[src/rtl/fpu_link_pkg.sv]
// Shared types and constants for the host side of the 12-bit chip pin protocol.
package fpu_link_pkg;

  localparam int DATA_W_DEF = 10;
  localparam int OP_W_DEF   = 4;

  localparam logic [1:0] TAG_IDLE = 2'b00;
  localparam logic [1:0] TAG_A    = 2'b01;
  localparam logic [1:0] TAG_B    = 2'b10;
  localparam logic [1:0] TAG_OP   = 2'b11;

  typedef enum logic [2:0] {
    IDLE,
    SEND_A,
    SEND_B,
    SEND_OP,
    WAIT,
    RESP
  } state_t;

endpackage

[src/rtl/fpu_link_beat_mux.sv]
// Registered chip_in beat generator; fed the next state so the beat lines up
// with the state register (A beat appears the cycle after request acceptance).
module fpu_link_beat_mux
  import fpu_link_pkg::*;
#(
  parameter int DATA_W = DATA_W_DEF,
  parameter int OP_W   = OP_W_DEF
) (
  input  logic              clock,
  input  logic              reset,
  input  state_t            state_nxt,
  input  logic [DATA_W-1:0] a,
  input  logic [DATA_W-1:0] b,
  input  logic [OP_W-1:0]   op,
  output logic [DATA_W+1:0] chip_in
);

  logic [DATA_W+1:0] beat;

  always_comb begin
    beat = {{DATA_W{1'b0}}, TAG_IDLE};
    case (state_nxt)
      SEND_A:  beat = {a, TAG_A};
      SEND_B:  beat = {b, TAG_B};
      SEND_OP: beat = {{(DATA_W-OP_W){1'b0}}, op, TAG_OP};
      default: beat = {{DATA_W{1'b0}}, TAG_IDLE};
    endcase
  end

  always_ff @(posedge clock or posedge reset) begin
    if (reset) chip_in <= '0;
    else       chip_in <= beat;
  end

endmodule

[src/rtl/fpu_link_host.sv]
// Host endpoint: serialises one (a, b, op) request into three pin beats, waits for
// the chip's done strobe (or a timeout) and returns the result over valid/ready.
module fpu_link_host
  import fpu_link_pkg::*;
#(
  parameter int DATA_W  = DATA_W_DEF,
  parameter int OP_W    = OP_W_DEF,
  parameter int TIMEOUT = 64
) (
  input  logic              clock,
  input  logic              reset,
  input  logic              req_valid,
  output logic              req_ready,
  input  logic [DATA_W-1:0] req_a,
  input  logic [DATA_W-1:0] req_b,
  input  logic [OP_W-1:0]   req_op,
  output logic [DATA_W+1:0] chip_in,
  input  logic [DATA_W+1:0] chip_out,
  output logic              rsp_valid,
  input  logic              rsp_ready,
  output logic [DATA_W-1:0] rsp_y,
  output logic              rsp_timeout,
  output logic              busy
);

  localparam int CNT_W = (TIMEOUT > 2) ? $clog2(TIMEOUT) : 1;
  localparam logic [CNT_W-1:0] LIMIT = CNT_W'(TIMEOUT - 1);

  state_t            state, state_nxt;
  logic [DATA_W-1:0] a_q, b_q, a_d, b_d;
  logic [OP_W-1:0]   op_q, op_d;
  logic              done_q;
  logic [DATA_W-1:0] y_q;
  logic [CNT_W-1:0]  cnt;
  logic              accept;
  logic              unused_bit;

  assign unused_bit = chip_out[1];
  assign accept     = (state == IDLE) && req_valid;
  assign a_d        = accept ? req_a  : a_q;
  assign b_d        = accept ? req_b  : b_q;
  assign op_d       = accept ? req_op : op_q;

  always_ff @(posedge clock or posedge reset) begin
    if (reset) state <= IDLE;
    else       state <= state_nxt;
  end

  // Done from the registered pin copy wins over a timeout landing in the same cycle.
  always_comb begin
    state_nxt = state;
    case (state)
      IDLE:    if (req_valid) state_nxt = SEND_A;
      SEND_A:  state_nxt = SEND_B;
      SEND_B:  state_nxt = SEND_OP;
      SEND_OP: state_nxt = WAIT;
      WAIT:    if (done_q || (cnt == LIMIT)) state_nxt = RESP;
      RESP:    if (rsp_ready) state_nxt = IDLE;
      default: state_nxt = IDLE;
    endcase
  end

  always_comb begin
    req_ready = (state == IDLE) && !reset;
    busy      = (state != IDLE);
    rsp_valid = (state == RESP);
  end

  always_ff @(posedge clock or posedge reset) begin
    if (reset) begin
      a_q         <= '0;
      b_q         <= '0;
      op_q        <= '0;
      done_q      <= 1'b0;
      y_q         <= '0;
      cnt         <= '0;
      rsp_y       <= '0;
      rsp_timeout <= 1'b0;
    end else begin
      a_q    <= a_d;
      b_q    <= b_d;
      op_q   <= op_d;
      done_q <= chip_out[0];
      y_q    <= chip_out[DATA_W+1:2];
      cnt    <= (state == WAIT) ? cnt + CNT_W'(1) : '0;
      if (state == WAIT) begin
        if (done_q) begin
          rsp_y       <= y_q;
          rsp_timeout <= 1'b0;
        end else if (cnt == LIMIT) begin
          rsp_y       <= '0;
          rsp_timeout <= 1'b1;
        end
      end
    end
  end

  fpu_link_beat_mux #(
    .DATA_W (DATA_W),
    .OP_W   (OP_W)
  ) u_beat_mux (
    .clock     (clock),
    .reset     (reset),
    .state_nxt (state_nxt),
    .a         (a_d),
    .b         (b_d),
    .op        (op_d),
    .chip_in   (chip_in)
  );

endmodule

[config.mk]
export PLATFORM = sky130hd
export DESIGN_NAME = fpu_link_host
export DESIGN_NICKNAME = d
export VERILOG_FILES = /design/src/rtl/fpu_link_pkg.sv /design/src/rtl/fpu_link_beat_mux.sv /design/src/rtl/fpu_link_host.sv
export SDC_FILE = /design/constraint.sdc
export NUM_CORES = 1
export LEC_CHECK = 0
export CAP_MARGIN = 30
export CELL_PAD_IN_SITES_DETAIL_PLACEMENT = 0
export CELL_PAD_IN_SITES_GLOBAL_PLACEMENT = 2
export CORE_ASPECT_RATIO = 1.5
export CORE_MARGIN = 1
export CORE_UTILIZATION = 30
export DETAILED_ROUTE_END_ITERATION = 10
export HOLD_SLACK_MARGIN = 0.08
export PLACE_DENSITY = 0.88
export REMOVE_ABC_BUFFERS = 1
export SLEW_MARGIN = 5
export SYNTH_ARGS = -nofsm -noshare
export SYNTH_HDL_FRONTEND = slang
export SYNTH_SLANG_ARGS = --single-unit
[constraint.sdc]
create_clock -name clock -period 2.3 [get_ports clock]
set_clock_uncertainty 0.15 [all_clocks]
set_input_delay 0.575 -clock clock [delete_from_list [all_inputs] [get_ports clock]]
set_output_delay 0.575 -clock clock [all_outputs]
set_load 0.05 [all_outputs]
# Yosys cells after proc, flatten, opt, wreduce, memory -nomap -nowiden
# Index checks and enable logic that the tools add are counted.
# Widths: inputs -> output; s select.
totals:
  reg_bits: 67
  inputBits: 40
  output_inout_bits: 26
  wordCells: 41
op_classes:
  n_addsub: 1
  eq_ne: 9
  muxes: 13
  reduce_logical: 8
ops:
  columns: ["cell", "n"]
  rows:
  - ["$mux 10", 4]
  - ["$pmux 12 s3", 1]
  - ["$pmux 3 s6", 1]
  - ["$eq 3x2->1 const B", 4]
  - ["$mux 3", 3]
  - ["$add 6x1->6 const B", 1]
  - ["$eq 3x1->1 const B", 2]
  - ["$eq 3x3->1 const B", 2]
  - ["$eq 6x6->1 const B", 1]
  - ["$mux 6", 1]
  - ["$mux 4", 1]
  - ["$logic_not 3->1", 1]
  - ["$reduce_bool 3->1", 1]
  - ["$logic_and 1x1->1", 2]
  - ["$mux 1", 2]
  - ["$reduce_and 2->1", 1]
  - ["$reduce_bool 2->1", 1]
  - ["$logic_not 1->1", 1]
  - ["$logic_or 1x1->1", 1]

# Depth between registers and ports, before layout
logic_depth:
  word_depth: 6
  ltp_mapped: 5
  mapped_depth_nobuf: 4

# Modules after synthesis
# From an unflattened synthesis, not the netlist that was laid out.
unflattened:
  hier_cells: 207
  hier_area_um2: 2806.4
by_module_without_submodules:
  columns: ["module", "instances", "cells_per_inst", "area_per_inst_um2", "seq_area_each_um2"]
  rows:
  - ["fpu_link_host", 1, 157, 2249.7, 1376.3]
  - ["fpu_link_beat_mux", 1, 50, 556.8, 300.3]

# Worst setup path after synthesis
# No wires, ideal clock.
synth_timing:
  path_kind: "register to output"
  start: "register state[0]"
  end: "output req_ready"
  t_arrival_ns: 1.920
  slack_ns: -0.345
  stages_incl_launch_ff: 4
  path_buffers: 1
  path_cell_list: "dfrtp_1 buf_2 or3_1 nor2_1"
synth_via:
  elab_chain_len: 2
synth_rtl:
  columns: ["element", "line", "text"]
  rows:
  - ["start: declaration", "fpu_link_host.sv:29", "state_t state, state_nxt;"]
  - ["start signal: assignment", "fpu_link_host.sv:46", "else state <= state_nxt;"]
  - ["$logic_not 3->1", "fpu_link_host.sv:64", "req_ready = (state == IDLE) && !reset;"]
  - ["$logic_and 1x1->1", "fpu_link_host.sv:64", null]
  - ["end: declaration", "fpu_link_host.sv:13", "output logic req_ready,"]
# Every way passes these cells.

# Final worst setup path
layout_timing:
  start: "register rsp_timeout"
  end: "output rsp_timeout"
layout_rtl:
  columns: ["element", "line", "text"]
  rows:
  - ["start: declaration", "fpu_link_host.sv:22", "output logic rsp_timeout,"]
  - ["start signal: assignment", "fpu_link_host.sv:78", "rsp_timeout <= 1'b0;"]
  - ["start signal: assignment", "fpu_link_host.sv:89", "rsp_timeout <= 1'b0;"]
  - ["start signal: assignment", "fpu_link_host.sv:92", "rsp_timeout <= 1'b1;"]
# No word-level cell between the ends.

==> flow_results.xml <==
<?xml version="1.0" encoding="UTF-8"?>
<metrics>
  <group name="synthesis">
    <metric name="synth_area_per_cell" unit="µm²">14.3</metric>
    <metric name="synth-seq-cells" unit="">57</metric>
    <metric name="netlist_instances" unit="">152</metric>
    <metric name="synthesis.area" unit="µm²">2170</metric>
    <metric name="synth.yosys.seq_area_share" unit="%">65.8</metric>
    <metric name="post_synthesis_cell_type_count" unit="">31</metric>
    <metric name="yosysWarningCount" unit="">0</metric>
  </group>
  <group name="finish">
    <metric name="area_growth_from_synthesis_to_layout" unit="%">46.2</metric>
    <metric name="final-instance-count-excl-fill" unit="">307</metric>
    <metric name="fin_nets" unit="">265</metric>
    <metric name="n_antenna_cell" unit="">0</metric>
    <metric name="fraction_of_layout_cells_with_a_size_suffix_above_1" unit="%">15.3</metric>
  </group>
  <group name="clocking">
    <metric name="tritoncts" unit="">yes</metric>
    <metric name="number_of_buffers_created_by_cts" unit="">9</metric>
    <metric name="h_tree_depth" unit="">3</metric>
    <metric name="cts_resizes" unit="">0</metric>
    <metric name="clk_latency" unit="ns">0.34</metric>
    <metric name="clkSlewWorstSetupHoldPaths" unit="ns">0.07</metric>
    <metric name="cts_sinks" unit="">57</metric>
    <metric name="cts_root_buf" unit="">sky130_fd_sc_hd__clkbuf_8</metric>
    <metric name="max-clock-path-buffers" unit="">2</metric>
    <metric name="post_cts.repair.setup_buffers" unit="">0</metric>
    <metric name="number_of_buffers_inserted_by_hold_repair_at_cts" unit="">0</metric>
  </group>
  <group name="timing">
    <metric name="layout_min_cycle_time" unit="ns">2.25</metric>
    <metric name="setup_ws" unit="ns">0.0528</metric>
    <metric name="hold_viol_final" unit="">0</metric>
    <metric name="final-setup-viol-count" unit="">0</metric>
    <metric name="timing.hold.ws" unit="ns">0.322</metric>
    <metric name="slew_headroom" unit="%">53.3</metric>
    <metric name="fmax" unit="MHz">445</metric>
    <metric name="drv_slew" unit="">0</metric>
    <metric name="grt_setup_unrepaired" unit="">false</metric>
    <metric name="worstMarginPinSlew" unit="ns">0.698</metric>
    <metric name="finalCritPeriodShare" unit="%">97.7</metric>
  </group>
  <group name="outcome">
    <metric name="run_status" unit="">complete, no violations</metric>
  </group>
  <group name="setup_path">
    <metric name="critical-path-top-delay-family" unit="">buffers and inverters</metric>
    <metric name="critPathKind" unit="">register to output port</metric>
    <metric name="cp_slowest_stage_delay" unit="ns">0.81</metric>
    <metric name="path_cells" unit="">clkdlybuf4s50_1</metric>
    <metric name="crit_start" unit="">rsp_timeout$_DFFE_PP0P_</metric>
    <metric name="worst_ep_required_time" unit="ns">1.57</metric>
    <metric name="regToRegStartpoint" unit="">state[0]$_DFF_PP0_</metric>
    <metric name="cp_slowest_cell" unit="">sky130_fd_sc_hd__clkdlybuf4s50_1</metric>
    <metric name="crit_buf_inv" unit="">1</metric>
    <metric name="cp_max_fo" unit="">2</metric>
    <metric name="endpoint_kind" unit="">output port</metric>
    <metric name="worstSetupStartpointType" unit="">register</metric>
    <metric name="cp_data_arrival_time" unit="ns">1.52</metric>
  </group>
  <group name="floorplanning">
    <metric name="core" unit="µm²">6940</metric>
    <metric name="die_width" unit="µm">71.4</metric>
    <metric name="core.rowCount" unit="">37</metric>
    <metric name="top_level_ports" unit="">66</metric>
    <metric name="die_h" unit="µm">106</metric>
    <metric name="floorplan.initialDensity" unit="%">31.2</metric>
    <metric name="floorplan.die_area" unit="µm²">7580</metric>
  </group>
  <group name="global_routing">
    <metric name="antenna_found_initial" unit="">0</metric>
    <metric name="largest_net_degree_at_the_start_of_global_routing" unit="">58</metric>
    <metric name="globalRouteOverflowTotal" unit="">0</metric>
    <metric name="grt_pass1_wl" unit="mm">7.44</metric>
    <metric name="first_global_vias" unit="">1574</metric>
    <metric name="global_route.usage.total" unit="%">13.2</metric>
  </group>
  <group name="power">
    <metric name="total_power" unit="mW">4.59</metric>
    <metric name="cellLeakagePower" unit="nW">1.41</metric>
    <metric name="power_density" unit="nW/µm²">1450</metric>
    <metric name="vdd_ir_drop_max" unit="µV">555</metric>
  </group>
  <group name="detailed_routing">
    <metric name="routedWlPerCell" unit="µm">13.9</metric>
    <metric name="route.final.wire_length" unit="mm">4.26</metric>
    <metric name="post_drt_via_cell_ratio" unit="">4.67</metric>
    <metric name="detail-route-antenna-nets" unit="">0</metric>
    <metric name="drt_iter0_drc" unit="">35</metric>
    <metric name="router_iterations_before_antenna_repair" unit="">4</metric>
    <metric name="drt_drc_violations_left" unit="">0</metric>
    <metric name="dr_total_vias" unit="">1435</metric>
  </group>
  <group name="place">
    <metric name="dpl_worst_slack" unit="ns">0.150</metric>
    <metric name="finalWeightedCongestion" unit="">0.736</metric>
    <metric name="place_inst" unit="">291</metric>
    <metric name="dp.final_hpwl" unit="mm">2.97</metric>
    <metric name="place.port_buffers" unit="">64</metric>
  </group>
  <group name="flow_run">
    <metric name="timing.max_cap.violations" unit="">0</metric>
  </group>
  <group name="min_path">
    <metric name="holdCritStartpoint" unit="">y_q[8]$_DFF_PP0_</metric>
    <metric name="worstHoldPathType" unit="">register to register</metric>
  </group>
</metrics>
## metrics by stage
stage | setup TNS [ns] | area [µm²] | util, %
global route | 0 | 3170 | 45.6
detailed placement | 0 | 2920 | 42.0
floorplan | -0.283 | 2090 | -
finish | 0 | 3170 | 45.6
global placement | 0 | 2920 | 42.0
CTS | 0 | 3170 | 45.6
## state kept, by name, indices dropped and copies added (netlist names)
name,flops
op_q,4
b_q,10
state,3
cnt,6
done_q,1
rsp_timeout,1
rsp_y,10
u_beat_mux.chip_in,12
y_q,10
## kinds of logic (layout without fill, tap and decap cells)
group | after synthesis | count (layout) | share of synthesized area, %
adders and majority gates | 1 | 1 | 0.577
DFF | 57 | 57 | 65.8
buffers and inverters | 11 | 88 | 3.81
xor gates and xnor gates | 4 | 4 | 1.62
muxes | 14 | 14 | 7.27
and+or+nand+nor | 41 | 41 | 11.5
AOI/OAI and AO/OA | 24 | 24 | 9.40
## per-layer routing
metal  GRT usage, %  vias to the layer above  wire length [µm]
met5              0                        -                 0
met4           6.00                        0                74
met3           6.16                       11               280
met2           20.3                       42              2110
met1           15.5                      704              1800
li1               -                      678                 -
## cells in the mapped netlist
cell	count	area share, %
sky130_fd_sc_hd__and4_1	1	0.40
sky130_fd_sc_hd__and2_1	3	0.87
sky130_fd_sc_hd__o21ai_0	1	0.23
sky130_fd_sc_hd__nor3b_1	1	0.35
sky130_fd_sc_hd__a41oi_1	1	0.40
sky130_fd_sc_hd__buf_6	4	2.1
sky130_fd_sc_hd__nand2_1	13	2.3
sky130_fd_sc_hd__buf_4	2	0.69
sky130_fd_sc_hd__inv_1	2	0.35
sky130_fd_sc_hd__nor3b_2	1	0.58
sky130_fd_sc_hd__buf_2	3	0.69
sky130_fd_sc_hd__nor4b_4	1	1.1
sky130_fd_sc_hd__dfrtp_1	57	66
sky130_fd_sc_hd__and4bb_2	1	0.58
sky130_fd_sc_hd__ha_1	1	0.58
sky130_fd_sc_hd__nand3_1	3	0.69
sky130_fd_sc_hd__xor2_1	2	0.81
sky130_fd_sc_hd__a21oi_1	1	0.23
sky130_fd_sc_hd__mux2_1	11	5.7
sky130_fd_sc_hd__nand3b_1	3	1.0
sky130_fd_sc_hd__or3b_1	1	0.40
sky130_fd_sc_hd__and2b_1	1	0.35
sky130_fd_sc_hd__a22o_1	16	6.5
sky130_fd_sc_hd__mux2_2	3	1.6
sky130_fd_sc_hd__nor3_1	1	0.23
sky130_fd_sc_hd__or3_1	2	0.58
sky130_fd_sc_hd__nor2_1	8	1.4
sky130_fd_sc_hd__xnor2_1	2	0.81
sky130_fd_sc_hd__a2bb2oi_2	1	0.69
sky130_fd_sc_hd__nor3_4	1	0.75
sky130_fd_sc_hd__a22oi_1	4	1.4
## where the power goes
| part | internal, mW | leakage, nW | switching [mW] |
|---|---|---|---|
| clock | 0.730 | 0.124 | 0.434 |
| combinational | 0.763 | 0.571 | 1.16 |
| sequential | 1.35 | 0.710 | 0.154 |
## final timing paths
check	to	slack [ns]	cells past startpoint
setup / recovery	rsp_timeout	0.05	1
hold / removal	rsp_y[8]$_DFFE_PP0P_	0.32	1
setup reg to reg	rsp_y[9]$_DFFE_PP0P_	0.51	5
hold reg to reg	rsp_y[8]$_DFFE_PP0P_	0.32	1
max in group asynchronous	u_beat_mux.chip_in[10]$_DFF_PP0_	1.25	3
min in group asynchronous	state[2]$_DFF_PP0_	0.49	3
## final cells by class
cell class              instances  area [µm²]
fillers                       653        3770
flip-flops and latches         57        1430
repair buffers                 70         728
multi-input cells              84         661
clock inverters                 7         125
clock buffers                   9         124
well taps                      78        97.6
inverters                       2        7.51
## placed cells by master (no fill, tap or decap), types with 2 or more instances in the layout
master	netlist	layout
sky130_fd_sc_hd__buf_12	0	4
sky130_fd_sc_hd__clkdlybuf4s50_1	0	61
sky130_fd_sc_hd__nor2_1	8	8
sky130_fd_sc_hd__mux2_1	11	11
sky130_fd_sc_hd__a22o_1	16	16
sky130_fd_sc_hd__xnor2_1	2	2
sky130_fd_sc_hd__inv_6	0	2
sky130_fd_sc_hd__dfrtp_1	57	57
sky130_fd_sc_hd__nand2_1	13	13
sky130_fd_sc_hd__nand3b_1	3	3
sky130_fd_sc_hd__a22oi_1	4	4
sky130_fd_sc_hd__clkinv_4	0	2
sky130_fd_sc_hd__or3_1	2	2
sky130_fd_sc_hd__and2_1	3	3
sky130_fd_sc_hd__bufinv_16	0	3
sky130_fd_sc_hd__xor2_1	2	2
sky130_fd_sc_hd__nand3_1	3	3
sky130_fd_sc_hd__buf_4	2	5
sky130_fd_sc_hd__mux2_2	3	3
sky130_fd_sc_hd__clkbuf_8	0	9
Power figures use the tool's default switching activity.
